===== config.mk =====
export PLATFORM = sky130hd
export DESIGN_NAME = reduction_stream_acc
export DESIGN_NICKNAME = d
export VERILOG_FILES = /design/src/rtl/reduction_pkg.sv /design/src/rtl/reduction_stream_acc_popcount_word.sv /design/src/rtl/reduction_stream_acc.sv
export SDC_FILE = /design/constraint.sdc
export NUM_CORES = 1
export LEC_CHECK = 0
export BUFFER_PORTS_ARGS = -buffer_cell sky130_fd_sc_hd__buf_4
export CAP_MARGIN = 25
export CELL_PAD_IN_SITES_DETAIL_PLACEMENT = 2
export CELL_PAD_IN_SITES_GLOBAL_PLACEMENT = 2
export CORE_ASPECT_RATIO = 0.7
export CORE_MARGIN = 2
export CORE_UTILIZATION = 31
export CTS_CLUSTER_SIZE = 24
export DETAILED_ROUTE_END_ITERATION = 10
export GPL_TIMING_DRIVEN = 0
export PLACE_DENSITY_LB_ADDON = 0.1
export SLEW_MARGIN = 10
export SYNTH_ARGS = -nofsm -noshare
export SYNTH_HDL_FRONTEND = slang
export SYNTH_SLANG_ARGS = --single-unit

===== constraint.sdc =====
create_clock -name clk -period 2.1 [get_ports clk]
set_input_delay 0.42 -clock clk [delete_from_list [all_inputs] [get_ports clk]]
set_output_delay 0.42 -clock clk [all_outputs]
set_load 0.03 [all_outputs]

===== src/rtl/reduction_pkg.sv =====
// Shared definitions for the streaming reduction accumulator.
package reduction_pkg;

  typedef enum logic {
    ST_ACCUM = 1'b0,
    ST_HOLD  = 1'b1
  } state_e;

endpackage


===== src/rtl/reduction_stream_acc_popcount_word.sv =====
// Combinational population count of one WIDTH-bit word, zero-extended to OW bits.
module popcount_word #(
  parameter int WIDTH = 4,
  parameter int OW    = $clog2(WIDTH + 1)
) (
  input  logic [WIDTH-1:0] data,
  output logic [OW-1:0]    ones
);

  always_comb begin
    ones = '0;
    for (int unsigned i = 0; i < WIDTH; i++) begin
      ones = ones + OW'(data[i]);
    end
  end

endmodule


===== src/rtl/reduction_stream_acc.sv =====
// Accumulates AND/OR/XOR reductions, ones count and word count over a framed
// input stream, then presents one registered result beat per frame.
module reduction_stream_acc
  import reduction_pkg::*;
#(
  parameter  int WIDTH     = 4,
  parameter  int MAX_WORDS = 4,
  localparam int CW        = $clog2(MAX_WORDS + 1),
  localparam int OW        = $clog2(WIDTH * MAX_WORDS + 1)
) (
  input  logic             clk,
  input  logic             rst,
  input  logic             in_valid,
  output logic             in_ready,
  input  logic [WIDTH-1:0] in_data,
  input  logic             in_last,
  output logic             out_valid,
  input  logic             out_ready,
  output logic             out_and,
  output logic             out_or,
  output logic             out_xor,
  output logic [OW-1:0]    out_ones,
  output logic [CW-1:0]    out_words,
  output logic             out_trunc
);

  state_e        state_q, state_d;
  logic          and_q, and_d;
  logic          or_q, or_d;
  logic          xor_q, xor_d;
  logic [OW-1:0] ones_q, ones_d;
  logic [CW-1:0] cnt_q, cnt_d;

  logic          out_valid_q, out_valid_d;
  logic          out_and_q, out_and_d;
  logic          out_or_q, out_or_d;
  logic          out_xor_q, out_xor_d;
  logic [OW-1:0] out_ones_q, out_ones_d;
  logic [CW-1:0] out_words_q, out_words_d;
  logic          out_trunc_q, out_trunc_d;

  logic          accept;
  logic [OW-1:0] beat_ones;
  logic          and_nx, or_nx, xor_nx;
  logic [OW-1:0] ones_nx;
  logic [CW-1:0] cnt_nx;
  logic          close_frame;

  popcount_word #(
    .WIDTH (WIDTH),
    .OW    (OW)
  ) u_popcount (
    .data (in_data),
    .ones (beat_ones)
  );

  assign in_ready = (state_q == ST_ACCUM) && !rst;
  assign accept   = in_valid && in_ready;

  // Accumulator values including the current beat; cnt_q < MAX_WORDS always,
  // so cnt_nx fits in CW bits.
  always_comb begin
    and_nx      = and_q & (&in_data);
    or_nx       = or_q | (|in_data);
    xor_nx      = xor_q ^ (^in_data);
    ones_nx     = ones_q + beat_ones;
    cnt_nx      = cnt_q + CW'(1);
    close_frame = in_last || (cnt_nx == CW'(MAX_WORDS));
  end

  always_comb begin
    state_d     = state_q;
    and_d       = and_q;
    or_d        = or_q;
    xor_d       = xor_q;
    ones_d      = ones_q;
    cnt_d       = cnt_q;
    out_valid_d = out_valid_q;
    out_and_d   = out_and_q;
    out_or_d    = out_or_q;
    out_xor_d   = out_xor_q;
    out_ones_d  = out_ones_q;
    out_words_d = out_words_q;
    out_trunc_d = out_trunc_q;

    case (state_q)
      ST_ACCUM: begin
        if (accept) begin
          if (close_frame) begin
            out_and_d   = and_nx;
            out_or_d    = or_nx;
            out_xor_d   = xor_nx;
            out_ones_d  = ones_nx;
            out_words_d = cnt_nx;
            out_trunc_d = !in_last;
            out_valid_d = 1'b1;
            state_d     = ST_HOLD;
            and_d       = 1'b1;
            or_d        = 1'b0;
            xor_d       = 1'b0;
            ones_d      = '0;
            cnt_d       = '0;
          end else begin
            and_d  = and_nx;
            or_d   = or_nx;
            xor_d  = xor_nx;
            ones_d = ones_nx;
            cnt_d  = cnt_nx;
          end
        end
      end
      ST_HOLD: begin
        if (out_ready) begin
          out_valid_d = 1'b0;
          state_d     = ST_ACCUM;
        end
      end
      default: state_d = ST_ACCUM;
    endcase
  end

  always_ff @(posedge clk or posedge rst) begin
    if (rst) begin
      state_q     <= ST_ACCUM;
      and_q       <= 1'b1;
      or_q        <= 1'b0;
      xor_q       <= 1'b0;
      ones_q      <= '0;
      cnt_q       <= '0;
      out_valid_q <= 1'b0;
      out_and_q   <= 1'b0;
      out_or_q    <= 1'b0;
      out_xor_q   <= 1'b0;
      out_ones_q  <= '0;
      out_words_q <= '0;
      out_trunc_q <= 1'b0;
    end else begin
      state_q     <= state_d;
      and_q       <= and_d;
      or_q        <= or_d;
      xor_q       <= xor_d;
      ones_q      <= ones_d;
      cnt_q       <= cnt_d;
      out_valid_q <= out_valid_d;
      out_and_q   <= out_and_d;
      out_or_q    <= out_or_d;
      out_xor_q   <= out_xor_d;
      out_ones_q  <= out_ones_d;
      out_words_q <= out_words_d;
      out_trunc_q <= out_trunc_d;
    end
  end

  assign out_valid = out_valid_q;
  assign out_and   = out_and_q;
  assign out_or    = out_or_q;
  assign out_xor   = out_xor_q;
  assign out_ones  = out_ones_q;
  assign out_words = out_words_q;
  assign out_trunc = out_trunc_q;

endmodule


Word level (Yosys, flattened, before mapping) --
Index checks and enable logic that the tools add are counted. Widths: inputs -> output; s select.
Storage, ports and cells: register bits after elaboration 25, output and inout port bits 14
Operators by class: $add $sub $neg 5, equality and inequality tests 4, muxes and demuxes 13, bitwise gates (word level) 4, reduce and logical (&&, ||, !) cells 11
Operator list (number):
- $add 5x1->5 | 2
- $mux 1 | 9
- $ne 2x2->1 const B | 3
- $reduce_and 3->1 | 2
- $add 5x5->5 | 1
- $mux 5 | 1
- $pmux 1 s2 | 2
- $reduce_and 4->1 | 1
- $reduce_or 4->1 | 1
- $reduce_xor 4->1 | 1
- $add 3x1->3 const B | 1
- $eq 3x3->1 const B | 1
- $mux 3 | 1
- $add 1x1->2 | 1
- $logic_and 1x1->1 | 2
- $logic_not 1->1 | 2
- $reduce_and 2->1 | 1
- $and 1x1->1 | 1
- $logic_or 1x1->1 | 1
- $not 1->1 | 1
- $or 1x1->1 | 1
- $xor 1x1->1 | 1

Longest topological paths before layout --
Gate-level depths: netlist of the first run.
depth after elaboration 6, mapped depth 10, mapped depth without buffers 10

Modules after synthesis --
From an unflattened synthesis of the first run, not the netlist that was laid out.
Unflattened totals: cell total of the unflattened synthesis 142, area total of the unflattened synthesis 1405.1 um^2
Modules (own cells, without submodules):
- reduction_stream_acc | instances 1, cells an instance 131, area an instance 1322.5 um^2, sequential area each 626.9 um^2
- popcount_word | instances 1, cells an instance 11, area an instance 82.6 um^2, sequential area each 0.0 um^2

Worst setup path after synthesis of the first run --
No wires, ideal clock.
kind input to register, start point input in_data[0], end point register out_ones_q[4] (netlist: out_ones[4]), setup time 0.129 ns, arrival 2.307 ns, required time 1.971 ns, setup slack -0.336 ns, stages 10, buffers on the path 0, cell sequence inv_1 -> ha_1 -> inv_1 -> fa_1 -> inv_1 -> ha_1 -> fa_1 -> a21o_1 -> a32oi_1 -> o21ai_0
On the way: longest elaborated chain between the ends 4
RTL lines:
- from (decl) | line reduction_stream_acc.sv:15 | input logic [WIDTH-1:0] in_data,
- $add 1x1->2 | line reduction_stream_acc_popcount_word.sv:13 | ones = ones + OW'(data[i]);
- $add 5x1->5 (2 in a row) | line reduction_stream_acc_popcount_word.sv:13
- $add 5x5->5 | line reduction_stream_acc.sv:66 | ones_nx = ones_q + beat_ones;
- to (signal assigned) | line reduction_stream_acc.sv:148 | out_ones_q <= out_ones_d;
- to (decl) | line reduction_stream_acc.sv:38 | logic [OW-1:0] out_ones_q, out_ones_d;
Every way passes these cells. A chain may end at the register's enable or synchronous reset.

Worst setup path after layout of the first run --
start point input in_data[0], end point register ones_q[4]
On the way: longest elaborated chain between the ends 5
RTL lines:
- $add 1x1->2 | line reduction_stream_acc_popcount_word.sv:13
- $add 5x1->5 (2 in a row) | line reduction_stream_acc_popcount_word.sv:13
- $add 5x5->5 | line reduction_stream_acc.sv:66
- $mux 5 | line reduction_stream_acc.sv:89 | if (close_frame) begin
- to (signal assigned) | line reduction_stream_acc.sv:142 | ones_q <= ones_d;
- to (decl) | line reduction_stream_acc.sv:31 | logic [OW-1:0] ones_q, ones_d;
Every way passes these cells.

==> results of run 1 <==
-- Yosys cell counts, types with 2 or more instances --
cell                       n
sky130_fd_sc_hd__nand2_1  15
sky130_fd_sc_hd__nand3_1   8
sky130_fd_sc_hd__ha_1     10
sky130_fd_sc_hd__nor2_1    5
sky130_fd_sc_hd__a21oi_1   3
sky130_fd_sc_hd__xnor2_1   2
sky130_fd_sc_hd__fa_1      2
sky130_fd_sc_hd__o21ai_0  21
sky130_fd_sc_hd__mux2_2    3
sky130_fd_sc_hd__o31ai_1   2
sky130_fd_sc_hd__inv_1    12
sky130_fd_sc_hd__dfrtp_1  24
sky130_fd_sc_hd__a21o_1    2
-- cells by family after synthesis --
kind of cell               synth area share (%)
xor gates and xnor gates                  2.033
AOI/OAI and AO/OA                         15.39
and+or+nand+nor                           13.26
DFF                                       48.50
muxes                                     2.614
adders and majority gates                 12.78
buffers and inverters                     5.420
-- registers in the layout, indices dropped and copies added, names as in the netlist --
signal / cells
ones_q: 5
out_ones: 5
cnt_q: 3
out_words: 3
and_q: 1
or_q: 1
out_and: 1
out_or: 1
out_trunc: 1
out_valid: 1
out_xor: 1
state_q: 1
xor_q: 1
-- power by group --
part	total (mW)	internal (mW)	switching [mW]	leakage, nW
logic	0.808	0.342	0.466	0.461
registers	0.722	0.627	0.0948	0.317
clock network	0.290	0.136	0.154	0.0228
-- critical path: stages --
cell	delay, ps
sky130_fd_sc_hd__buf_8	90
sky130_fd_sc_hd__inv_8	30
sky130_fd_sc_hd__ha_4	250
sky130_fd_sc_hd__inv_2	30
sky130_fd_sc_hd__fa_1	480
sky130_fd_sc_hd__inv_2	50
sky130_fd_sc_hd__ha_4	160
sky130_fd_sc_hd__fa_2	350
sky130_fd_sc_hd__a21o_1	200
sky130_fd_sc_hd__a32oi_2	190
sky130_fd_sc_hd__o21ai_1	100
-- layout make-up --
class | instances | area share (%)
buffer | 4 | 1.564
clock buffer | 4 | 2.681
inverter | 12 | 3.425
multi-input combinational | 86 | 38.64
sequential | 25 | 37.30
tap | 52 | 3.872
timing repair buffer | 25 | 12.51
-- final timing paths --
| check | startpoint | end | slack [ps] |
|---|---|---|---|
| worst max-delay path | in_data[0] | ones_q[4] | -100 |
| worst min-delay path | rst | cnt_q[2] | 230 |
| worst max register to register | ones_q[0] | ones_q[4] | 20 |
| worst min register to register | ones_q[1] | ones_q[1] | 490 |
| max in group asynchronous | rst | and_q | 1300 |
| min in group clk | in_last | out_trunc | 330 |
-- repair_timing --
item,in CTS,in global routing
buffers inserted,2,0
setup endpoints to repair,9,10
pin swaps,8,1
resized for setup,9,1
-- per-layer routing --
layer / global-route usage (%) / routed length, um / vias up
met1: 22.40 / 1650 / 520
met3: 3.738 / 87 / 2
met5: 0 / 0 / -
met4: 1.453 / 13 / 0
li1: - / - / 493
met2: 29.40 / 1678 / 13
==> out/metrics.sh, run 1 <==
RUN_STATUS='complete, but fails checks'
FAILED_CHECKS='negative setup slack'
FINISH.INSTANCE_AREA_UM2=1680
POST_CTS_HOLD_FIX_BUFS=0
HOLDCRITPATHCLASS='input port to async pin'
FINISH.NET_COUNT=178
COMMONEST_NON_FILL_NON_TAP_CELLS_IN_THE_LAYOUT='sky130_fd_sc_hd__dfrtp_1 (24), sky130_fd_sc_hd__buf_4 (22), sky130_fd_sc_hd__o21ai_0 (19)'
YOSYS_WARNINGS=0
FINAL_CORE_UTIL_PCT=42.33
CLOCK.FMAX_GHz=0.4536
GRT_MAX_DEGREE=26
SYNTH.DISTINCT_CELLS=31
NUMBER_OF_SETUP_VIOLATIONS_IN_THE_FINAL_REPORT=3
ASYNCSETRESETFLOPFRACSYNTH_PCT=100.0
DIE_H_UM=58.03
YS_TOP_CELLS_BY_AREA='sky130_fd_sc_hd__dfrtp_1 (46%), sky130_fd_sc_hd__ha_1 (9.7%), sky130_fd_sc_hd__o21ai_0 (8.1%)'
MAX_SLEW.WORST_PIN.SLEW_PS=562.1
TIMING.CRITICAL_PATH.ARRIVAL_PS=2360
DP_HPWL_UM=2693
POSTSYNTHNETCOUNT=148
GRT_SETUP_UNREPAIRED='yes'
CAP_VIOLATIONS=0
SETUP-TNS-FINAL_PS=-254.8
WORST_R2R_PATH_DEPTH=8
TOP_LEVEL_PORTS=23
CORE_AR_UM2=3970
AREAGROWTHSYNTHTOFINISH_PCT=30.01
NUMBER_OF_GLOBAL_ROUTE_VIAS_BEFORE_REPAIR=1180
SYNTH_TOP_AREA_SHARE_PCT=46.47
SYNTH_AREA_UM2=1292
YOSYS_REGISTER_BITS=25
WORST-SETUP-PATH-TYPE='input port to register'
GRT_OVERFLOW_TOTAL=0
WORST_CLOCK_SKEW_PS=4.539
CRIT_FANOUT=3
SYNTH_CELLS=127
GLOBAL_ROUTE_WIRE_LENGTH_BEFORE_REPAIR_UM=5954
CTS.REPORTEDPATHS.CLKPINSLEW_PS=90
NUMCTSBUFFERS=3
POWER.DENSITY_CELL_AREA_nW_PER_UM2=1083
WORSTSKEWPAIRLATENCY_PS=270
NUMBER_OF_ITERATIONS_IN_THE_FIRST_DETAILED_ROUTING_PASS=2
DIE-AREA_UM2=4710
DRT_ITER0_MARKERS=24
WORST_PATH_REQUIRED_PS=2250
TOTALWIRELENGTH_UM=3429
TRITONCTS='yes'
FINAL_MIN_PERIOD_OVER_CLOCK_PERIOD_PCT=105.0
CTS.SINK_COUNT=25
DR_WL_CELL_UM=16.49
CLOCK_TREE.ROOT_CELL='sky130_fd_sc_hd__clkbuf_8'
REPORT.POWER.TOTAL_mW=1.819
NUM_ROWS=19
IO_BUFFERS=22
SYN_AREA_PER_CELL_UM2=10.18
DIE_WIDTH_UM=81.18
LAYOUT-DRIVE-GT1-SHARE_PCT=32.05
HTREE_NUM_LEVELS=1
FINAL.HOLD.WORST_SLACK_PS=231.3
PLACE_AREA_UM2=1558
MULTI_INPUT_COMB_AREA_UM2=649.4
WORST_SETUP_SLACK_AFTER_LAYOUT_PS=-104.5
PLACEDCELLCOUNT=201
CATEGORY_OF_THE_WORST_SETUP_PATH_CAPTURE_POINT='register'
ANTENNA_FOUND_INITIAL=0
CRITPATHLAUNCHTYPE='input port'
TOTAL_LEAKAGE_POWER_nW=0.8009
ANTENNADIODECOUNT=0
LAYOUT.FILLER_CELLS=428
SYNTH-SEQ-AREA-SHARE_PCT=48.50
DRT-VIAS-PER-INSTANCE=4.942
GPL.FINAL_WEIGHTED_CONGESTION=0.7427
FF_LATCH_AREA_UM2=626.9
STDCELL_COUNT=208
DRC=0
GLOBAL_ROUTE.USAGE.TOTAL_PCT=16.83
TIMING_MAX_TRANSITION_VIOLATIONS_FINAL=0
MAX_VDD_DROP_mV=0.3753
SYNTH.LARGEST_AREA_CELL='sky130_fd_sc_hd__dfrtp_1'
DETAILROUTE.VIA_COUNT=1028
CTS.PATH.MAX_BUFFERS=2
FINAL_ANTENNA_NET_COUNT=0
SYNTHFLOPTYPE='sky130_fd_sc_hd__dfrtp_1'
PLACE_WS_PS=-527.3
LAYOUT_COMMONEST_CELL='sky130_fd_sc_hd__dfrtp_1'
NUMBER_OF_FLOPS_MAPPED_TO_ENABLE_CELLS_BY_YOSYS=0
FLOORPLAN.INITIALDENSITY_PCT=32.56
TIMING.FINAL.HOLD_VIOLATIONS=0
PERIOD_MINUS_SLACK_PS=2204
SLEW_MARGIN_REL_PCT=62.49
Power figures use the tool's default switching activity.
==> inputs of run 2 (changes only) <==
==> constraint.sdc (replaced) <==
create_clock -name clk -period 2.1 [get_ports clk]
set_input_delay 0.105 -clock clk [delete_from_list [all_inputs] [get_ports clk]]
set_output_delay 0.105 -clock clk [all_outputs]
set_load 0.03 [all_outputs]
==> out/metrics.sh, run 2 (synthesized netlist as in run 1, its figures left out) <==
DIE-AREA_UM2=4710  # unchanged
FINAL_MIN_PERIOD_OVER_CLOCK_PERIOD_PCT=99.01  # -6.0 points
TOTAL_LEAKAGE_POWER_nW=0.8052  # +0.54%
CRIT_FANOUT=3  # unchanged
RUN_STATUS='completed'
GLOBAL_ROUTE_WIRE_LENGTH_BEFORE_REPAIR_UM=5623  # -5.6%
FLOORPLAN.INITIALDENSITY_PCT=32.56  # unchanged
MAX_VDD_DROP_mV=0.4467  # +19%
NUMCTSBUFFERS=3  # unchanged
TRITONCTS='yes'
DRT-VIAS-PER-INSTANCE=4.861  # -1.6%
NUMBER_OF_ITERATIONS_IN_THE_FIRST_DETAILED_ROUTING_PASS=4  # +2
DP_HPWL_UM=2469  # -8.3%
AREAGROWTHSYNTHTOFINISH_PCT=28.17
PLACE_WS_PS=-244.2  # +283.1 ps
NUM_ROWS=19  # unchanged
CLOCK_TREE.ROOT_CELL='sky130_fd_sc_hd__clkbuf_8'
DIE_H_UM=58.03  # unchanged
CORE_AR_UM2=3970  # unchanged
WORST_PATH_MOST_REPEATED_CELL='sky130_fd_sc_hd__inv_2'
NUMBER_OF_SETUP_VIOLATIONS_IN_THE_FINAL_REPORT=0  # -3
CAP_VIOLATIONS=0  # unchanged
WORST_SETUP_SLACK_AFTER_LAYOUT_PS=20.86  # +125.3 ps
HTREE_NUM_LEVELS=1  # unchanged
COMMONEST_NON_FILL_NON_TAP_CELLS_IN_THE_LAYOUT='sky130_fd_sc_hd__dfrtp_1 (24), sky130_fd_sc_hd__buf_4 (24), sky130_fd_sc_hd__o21ai_0 (19)'
PERIOD_MINUS_SLACK_PS=2079  # -125.3 ps
DRT_ITER0_MARKERS=57  # +140%
TIMING.FINAL.HOLD_VIOLATIONS=0  # unchanged
CRIT_PATH_CELL_TRACE='inv_2, fa_1, inv_2, ha_4, fa_2, a21o_1, a32oi_2, o21ai_1'
HOLDCRITPATHCLASS='input port to register'
IO_BUFFERS=22  # unchanged
TIMING.CRITICAL_PATH.ARRIVAL_PS=2240  # -120 ps
FINAL_ANTENNA_NET_COUNT=0  # unchanged
CTS.PATH.MAX_BUFFERS=2  # unchanged
TOP_LEVEL_PORTS=23  # unchanged
POWER.DENSITY_CELL_AREA_nW_PER_UM2=1095  # +1.1%
CATEGORY_OF_THE_WORST_SETUP_PATH_CAPTURE_POINT='register'
DRC=0  # unchanged
GRT_MAX_DEGREE=26  # unchanged
TIMING_MAX_TRANSITION_VIOLATIONS_FINAL=0  # unchanged
LAYOUT-DRIVE-GT1-SHARE_PCT=29.94  # -2.1 points
REPORT.POWER.TOTAL_mW=1.814  # -0.31%
DR_WL_CELL_UM=15.93  # -3.4%
SLEW_MARGIN_REL_PCT=59.74  # -2.8 points
FINAL_CORE_UTIL_PCT=41.73  # -0.60 points
TOTALWIRELENGTH_UM=3329  # -2.9%
GPL.FINAL_WEIGHTED_CONGESTION=0.7530  # +1.4%
NUMBER_OF_GLOBAL_ROUTE_VIAS_BEFORE_REPAIR=1098  # -6.9%
GRT_SETUP_UNREPAIRED='yes'
ANTENNA_FOUND_INITIAL=0  # unchanged
MAX_SLEW.WORST_PIN.SLEW_PS=601.3  # +39.24 ps
CRITPATHLAUNCHTYPE='register'
CPMAXSTAGEDELAYCELL='sky130_fd_sc_hd__fa_1'
FINISH.NET_COUNT=179  # +0.56%
CTS.SINK_COUNT=25  # unchanged
ANTENNADIODECOUNT=0  # unchanged
CRIT_PATH_MAX_INCR_DELAY_PS=510  # +30 ps
DETAILROUTE.VIA_COUNT=1016  # -1.2%
WORST_CLOCK_SKEW_PS=4.013  # -0.5260 ps
CTS.REPORTEDPATHS.CLKPINSLEW_PS=90  # about the same
GLOBAL_ROUTE.USAGE.TOTAL_PCT=15.98  # -0.84 points
WORST_PATH_REQUIRED_PS=2260  # about the same
WORST-SETUP-PATH-TYPE='register to register'
DIE_WIDTH_UM=81.18  # unchanged
CLOCK.FMAX_GHz=0.4810  # +6.0%
WORSTSKEWPAIRLATENCY_PS=270  # about the same
SETUP-TNS-FINAL_PS=0  # +254.8 ps
GRT_OVERFLOW_TOTAL=0  # unchanged
-- run 2: final timing paths --
check | cells after the start | from | slack, ps | endpoint
worst max-delay path | 8 | ones_q[0] | 20 | ones_q[4]
worst min-delay path | 2 | out_ready | 30 | state_q
worst max register to register | 8 | ones_q[0] | 20 | ones_q[4]
worst min register to register | 2 | and_q | 490 | and_q
max in group asynchronous | 4 | rst | 1260 | cnt_q[2]
min in group asynchronous | 3 | rst | 420 | out_or
-- run 2: cell type report --
cell class / count / area [um^2]
clock buffer: 4 / 45.04
timing repair buffer: 26 / 217.7
inverter: 12 / 45.04
fill: 435 / 2313
tap: 52 / 65.06
buffer: 4 / 28.78
sequential: 25 / 626.9
multi-input combinational: 86 / 628.1
-- run 2: stage by stage --
stage	cell area, um^2	hold slack (ps)	instances
after floorplan	1295	131.6	127
after global placement	1525	293.2	201
after detailed placement	1525	307.7	201
after CTS	1580	23.25	205
after global routing	1657	16.19	209
final	1657	28.76	209
-- run 2: timing repair --
action	4_1_cts	5_1_grt
buffers inserted	0	2
hold buffers	0	1
resized for setup	4	9
pin swaps	3	5
endpoints found under the setup margin	2	14
endpoints found under the hold margin	0	6
-- run 2: critical path, delay by kind of cell, from the launching register on --
family / cells / cell delay [ps]
AO/OA/AOI/OAI: 3 / 500
adder cells (fa/ha/maj): 3 / 1020
flip-flops: 1 / 350
buffers and inverters: 2 / 90
-- run 2: report_power, final --
part	internal (mW)	switching [mW]	total, mW
registers	0.627	0.0932	0.721
clock network	0.136	0.150	0.285
logic	0.345	0.462	0.808
-- run 2: per-layer routing --
metal / global-route usage, % / wire length (um) / share of wire (%)
met5: 0 / 0 / 0
met4: 2.179 / 15 / 0.45
met3: 4.361 / 88 / 2.6
met2: 25.97 / 1652 / 50
met1: 22.06 / 1573 / 47
